File: config.mk
export PLATFORM = sky130hd
export DESIGN_NAME = instr_fetch_queue
export DESIGN_NICKNAME = d
export VERILOG_FILES = /design/src/rtl/rv_fetch_pkg.sv /design/src/rtl/instr_fifo.sv /design/src/rtl/instr_fetch_queue.sv
export SDC_FILE = /design/constraint.sdc
export NUM_CORES = 1
export LEC_CHECK = 0
export CELL_PAD_IN_SITES_DETAIL_PLACEMENT = 0
export CELL_PAD_IN_SITES_GLOBAL_PLACEMENT = 2
export CORE_MARGIN = 4
export CORE_UTILIZATION = 47
export DETAILED_ROUTE_END_ITERATION = 7
export HOLD_SLACK_MARGIN = 0.02
export PLACE_DENSITY = 0.88
export SYNTH_ARGS = -nofsm -noshare
export SYNTH_HDL_FRONTEND = slang
export SYNTH_HIERARCHICAL = 1
export SYNTH_SLANG_ARGS = --single-unit
File: constraint.sdc
create_clock -name clk -period 7.35 [get_ports clk]
set_input_delay 0.735 -clock clk [delete_from_list [all_inputs] [get_ports clk]]
set_output_delay 0.735 -clock clk [all_outputs]
set_load 0.03 [all_outputs]
File: src/rtl/rv_fetch_pkg.sv
// rv_fetch_pkg: shared constants and state type for the fetch front end.
// Exports XLEN, NOP_INSTR, PC_STEP and fetch_state_t {IDLE, FETCH, DRAIN}.
package rv_fetch_pkg;
  localparam int XLEN = 32;
  localparam logic [XLEN-1:0] NOP_INSTR = 32'h0000_0013;
  localparam logic [XLEN-1:0] PC_STEP = 32'd4;

  typedef enum logic [1:0] {
    IDLE,
    FETCH,
    DRAIN
  } fetch_state_t;
endpackage

File: src/rtl/instr_fifo.sv
// instr_fifo: synchronous FIFO with flush; head is read combinationally.
// Ports: clk, rst_n, flush, push/push_data, pop, head, empty, count.
module instr_fifo #(
  parameter int WIDTH = 32,
  parameter int DEPTH = 4,
  localparam int AW = $clog2(DEPTH),
  localparam int CW = AW + 1
) (
  input  logic             clk,
  input  logic             rst_n,
  input  logic             flush,
  input  logic             push,
  input  logic [WIDTH-1:0] push_data,
  input  logic             pop,
  output logic [WIDTH-1:0] head,
  output logic             empty,
  output logic [CW-1:0]    count
);
  logic [WIDTH-1:0] mem [DEPTH];
  logic [AW-1:0] wp;
  logic [AW-1:0] rp;
  logic full;
  logic wr;
  logic rd;

  assign empty = (count == '0);
  assign full = (count == CW'(DEPTH));
  assign head = mem[rp];
  assign wr = push && !flush;
  assign rd = pop && !empty && !flush;

  always_ff @(posedge clk or negedge rst_n) begin
    if (!rst_n) begin
      wp <= '0;
      rp <= '0;
      count <= '0;
    end else if (flush) begin
      wp <= '0;
      rp <= '0;
      count <= '0;
    end else begin
      if (wr) wp <= wp + 1'b1;
      if (rd) rp <= rp + 1'b1;
      count <= count + CW'(wr) - CW'(rd);
    end
  end

  always_ff @(posedge clk) begin
    if (wr) mem[wp] <= push_data;
  end

  // A full queue may only accept a push in the same cycle as a pop.
  a_no_overflow: assert property (
    @(posedge clk) disable iff (!rst_n)
    (push && !flush) |-> (!full || pop)
  );
endmodule

File: src/rtl/instr_fetch_queue.sv
// instr_fetch_queue: sequential fetch, in-order response queue, redirect/drain.
// Ports: imem_req_*/imem_rsp_* to memory, dec_* to decode, redirect/redirect_pc.
// Optional IF_BYPASS_EN: forward a response straight to decode when queue empty.
module instr_fetch_queue
  import rv_fetch_pkg::*;
#(
  parameter int DEPTH = 4,
  parameter logic [31:0] RESET_PC = 32'h0000_0000
) (
  input  logic        clk,
  input  logic        rst_n,
  output logic        imem_req_valid,
  output logic [31:0] imem_req_addr,
  input  logic        imem_req_ready,
  input  logic        imem_rsp_valid,
  input  logic [31:0] imem_rsp_data,
  output logic        dec_valid,
  output logic [31:0] dec_instr,
  output logic [31:0] dec_pc,
  input  logic        dec_ready,
  input  logic        redirect,
  input  logic [31:0] redirect_pc
);
  localparam int CW = $clog2(DEPTH) + 1;
  localparam logic [CW:0] CREDITS = (CW+1)'(DEPTH);

  fetch_state_t state;
  logic [XLEN-1:0] fetch_pc;
  logic [XLEN-1:0] last_pc;
  logic [CW-1:0] outstanding;
  logic [CW-1:0] drop;
  logic [CW-1:0] out_next;
  logic [CW-1:0] drop_next;
  logic [CW-1:0] q_count;
  logic [CW-1:0] t_count;
  logic [2*XLEN-1:0] q_head;
  logic [XLEN-1:0] t_head;
  logic q_empty;
  logic t_empty;
  logic req_fire;
  logic rsp_live;
  logic bypass;
  logic q_push;
  logic q_pop;

  assign imem_req_valid = (state != IDLE) && !redirect &&
    (({1'b0, q_count} + {1'b0, outstanding}) < CREDITS);
  assign imem_req_addr = fetch_pc;
  assign req_fire = imem_req_valid && imem_req_ready;
  // Responses are stale while drop>0, and the one racing a redirect is too.
  assign rsp_live = imem_rsp_valid && (drop == '0) && !redirect;

`ifdef IF_BYPASS_EN
  assign bypass = rsp_live && q_empty;
`else
  assign bypass = 1'b0;
`endif

  assign q_push = rsp_live && !(bypass && dec_ready);
  assign q_pop = !q_empty && dec_ready;
  assign dec_valid = !q_empty || bypass;

  always_comb begin
    dec_instr = NOP_INSTR;
    dec_pc = last_pc;
    if (!q_empty) begin
      {dec_instr, dec_pc} = q_head;
    end else if (bypass) begin
      dec_instr = imem_rsp_data;
      dec_pc = t_head;
    end
  end

  assign out_next = outstanding + CW'(req_fire) - CW'(imem_rsp_valid);

  always_comb begin
    drop_next = drop;
    if (redirect) drop_next = out_next;
    else if (imem_rsp_valid && drop != '0) drop_next = drop - 1'b1;
  end

  always_ff @(posedge clk or negedge rst_n) begin
    if (!rst_n) begin
      state <= IDLE;
      fetch_pc <= RESET_PC;
      last_pc <= RESET_PC;
      outstanding <= '0;
      drop <= '0;
    end else begin
      last_pc <= dec_pc;
      outstanding <= out_next;
      drop <= drop_next;
      if (redirect) fetch_pc <= redirect_pc & ~32'h3;
      else if (req_fire) fetch_pc <= fetch_pc + PC_STEP;
      unique case (state)
        IDLE: state <= FETCH;
        FETCH: if (redirect && drop_next != '0) state <= DRAIN;
        DRAIN: if (!redirect && drop_next == '0) state <= FETCH;
        default: state <= IDLE;
      endcase
    end
  end

  instr_fifo #(.WIDTH(XLEN), .DEPTH(DEPTH)) u_tag_fifo (
    .clk(clk),
    .rst_n(rst_n),
    .flush(redirect),
    .push(req_fire),
    .push_data(fetch_pc),
    .pop(rsp_live),
    .head(t_head),
    .empty(t_empty),
    .count(t_count)
  );

  instr_fifo #(.WIDTH(2*XLEN), .DEPTH(DEPTH)) u_instr_q (
    .clk(clk),
    .rst_n(rst_n),
    .flush(redirect),
    .push(q_push),
    .push_data({imem_rsp_data, t_head}),
    .pop(q_pop),
    .head(q_head),
    .empty(q_empty),
    .count(q_count)
  );

  // Every live response must find its request PC waiting.
  a_tag_avail: assert property (
    @(posedge clk) disable iff (!rst_n) rsp_live |-> !t_empty
  );
  a_tag_bound: assert property (
    @(posedge clk) disable iff (!rst_n) t_count <= outstanding
  );
endmodule

==> run summary <==
HP Class: in -> async
vias per inst: 5.45
YS warnings: 6
Combinational Power Share: 15.5%
maximum VDD drop: 152 uV
Mapped Area: 0.0186 mm2
Max-Cap Viols: 0
# resized after CTS: 0
initial antenna violation count: 0
RSZ-0062 raised after global routing: no
Area Growth Syn to Fin: 19.7%
First-pass DRT Iterations: 6
crit path from: u_instr_q/rp[0]$_DFFE_PN0P_
Starting Density: 47.8%
vias in the first global route: 9573
post-CTS setup buffers: 0
final slew viol count: 0
Clk Latency, worst-skew pair: 0.54 ns
Post-Layout Cell Count: 1697
leak pwr: 7.49 nW
Worst setup SP type: flip-flop
global-route wire length before repair: 54900 um
post-route ant nets: 0
CTS clk-pin slew, worst paths: 0.06 ns
largest net degree at the start of global routing: 67
Cell Pwr Density: 298 mW/mm2
CTS Buf Count: 47
cells on worst reg2reg path: 13
Crit Reg-Reg Startpoint: u_instr_q/count[2]$_DFF_PN0_
Final Skew: 0.0133 ns
cts hold-fix bufs: 0
Tcrit/Tclk final: 59.8%
Hold Vio Cnt, Final: 0
endpoint class of the critical path: output pin
Seq pwr share: 48.3%
CTS tree: yes
fin crit period: 4.39 ns
cell internal pwr: 4.97 mW
RD Place Congestion: 0.727
WS Path Type: reg -> out
NetSw: 1.67 mW
critical path fanouts, max: 44
synthesized netlist cell count: 955
dpl hpwl: 20200 um
worst rel slew slack: 27.1%
Switching Share: 25.1%
Rows: 72
Die Height: 207 um
number of I/O pins: 168
full die area: 0.0428 mm2
CP arrival: 3.66 ns
layout cell share with drive strength beyond 1: 19.8%
synthesized area per cell: 19.5 um2
worst-margin pin slew: 1.09 ns
DR DRC count: 0
Die Width: 207 um
CTS HTree Levels: 2
Initial DRC Count: 444
status: completed
total core area: 0.0389 mm2
antenna cell count: 0
root buffer cell: clkbuf_16
Final nets: 1233
final setup vio count: 0
IO Port Bufs: 163
Clock Path Buffers: 3
Routed WL: 35100 um
setup slack, reg-to-reg: 3.43 ns
# placed instances: 1610
GRT Util Overall: 16.6%
routed via count: 9254
wire per inst: 20.7 um
setup TNS: 0 ns
FMAX: 0.228 GHz
gr ovfl total: 0
clock sink count: 468
worst endpoint required time: 6.61 ns
Hold Slack: 0.172 ns
Critical Path End: dec_pc[18]
R2R Path End: u_tag_fifo/count[2]$_DFF_PN0_
Clock Power Share: 36.2%
-- state kept, by name, summed over array words and instances, names as in the netlist --
name	count
u_instr_q/count	3
imem_req_addr	30
u_instr_q/wp	2
u_tag_fifo/wp	2
u_tag_fifo/mem	128
last_pc	32
state	2
u_tag_fifo/count	3
drop	3
u_tag_fifo/rp	2
u_instr_q/rp	2
u_instr_q/mem	256
outstanding	3
-- area by class of cell --
| type | count | area, um2 |
|---|---|---|
| tap | 518 | 648 |
| multi-input combinational | 427 | 4600 |
| fill | 2958 | 16600 |
| clock buffer | 64 | 1310 |
| sequential | 468 | 13600 |
| clock inverter | 23 | 273 |
| inverter | 22 | 82.6 |
| timing repair buffer | 175 | 1710 |
-- worst max-delay path: stages (launching register included) --
cell and delay [ns]:
dfrtp_4 0.73, buf_4 0.79, mux4_2 0.60, mux2_2 0.29
clkdlybuf4s50_1 0.68
-- how the worst min path moves through the flow --
stage / startpoint / to / slack (ns) / depth (start not counted)
finish: rst_n / drop[2]$_DFF_PN0_ / 0.17 / 1
global route: rst_n / drop[2]$_DFF_PN0_ / 0.19 / 1
CTS: rst_n / drop[2]$_DFF_PN0_ / 0.18 / 1
detailed placement: last_pc[0]$_DFF_PN0_ / last_pc[0]$_DFF_PN0_ / 0.48 / 1
global placement: last_pc[7]$_DFF_PN0_ / last_pc[7]$_DFF_PN0_ / 0.48 / 1
floorplan: rst_n / drop[0]$_DFF_PN0_ / 0.44 / 0
-- stage by stage --
stage | area [um2] | setup WS (ns) | utilization, % | power (mW)
finish | 22300 | 2.96 | 57.2 | 6.64
floorplan | 18600 | 3.32 | - | 3.84
global route | 22300 | 2.65 | 57.2 | 6.92
detailed placement | 20700 | 3.32 | 53.2 | 4.30
CTS | 22300 | 2.82 | 57.2 | 6.72
global placement | 20700 | 3.29 | 53.2 | 4.28
-- cell usage in the layout, fill, tap and decap left out, drive strengths merged, types with 4 or more instances in the layout --
| master | count |
|---|---|
| edfxtp | 384 |
| clkdlybuf4s50 | 161 |
| mux4 | 96 |
| dfrtp | 84 |
| clkbuf | 64 |
| nor2b | 38 |
| mux2 | 37 |
| nand2 | 36 |
| nor2 | 29 |
| inv | 24 |
| nand3 | 19 |
| ha | 19 |
| o21ai | 16 |
| buf | 14 |
| nand4 | 13 |
| clkinv | 13 |
| a21oi | 10 |
| conb | 10 |
| nor3 | 10 |
| o211ai | 9 |
| and2 | 9 |
| o311ai | 7 |
| bufinv | 6 |
| mux2i | 5 |
| a221o | 5 |
| nor4 | 5 |
| xor2 | 4 |
| xnor2 | 4 |
| a22oi | 4 |
-- metal layers --
metal  track usage (%)  part of all wire (%)  vias to the layer above
met2              26.6                    48                      287
li1                  -                     -                     4180
met5                 0                     0                        -
met4              3.99                   1.9                        0
met1              23.9                    44                     4746
met3              3.30                   6.1                       41
-- power by group through the flow --
| stage | combinational [mW] | clock, mW | sequential, mW |
|---|---|---|---|
| 2_1_floorplan | 0.568 | 0 | 3.27 |
| 3_3_place_gp | 1.03 | 0 | 3.25 |
| 4_1_cts | 1.05 | 2.47 | 3.21 |
| 6_report | 1.03 | 2.40 | 3.21 |
| 5_1_grt | 1.10 | 2.58 | 3.23 |
| 3_5_place_dp | 1.04 | 0 | 3.26 |
(Power assumes the default switching activity.)
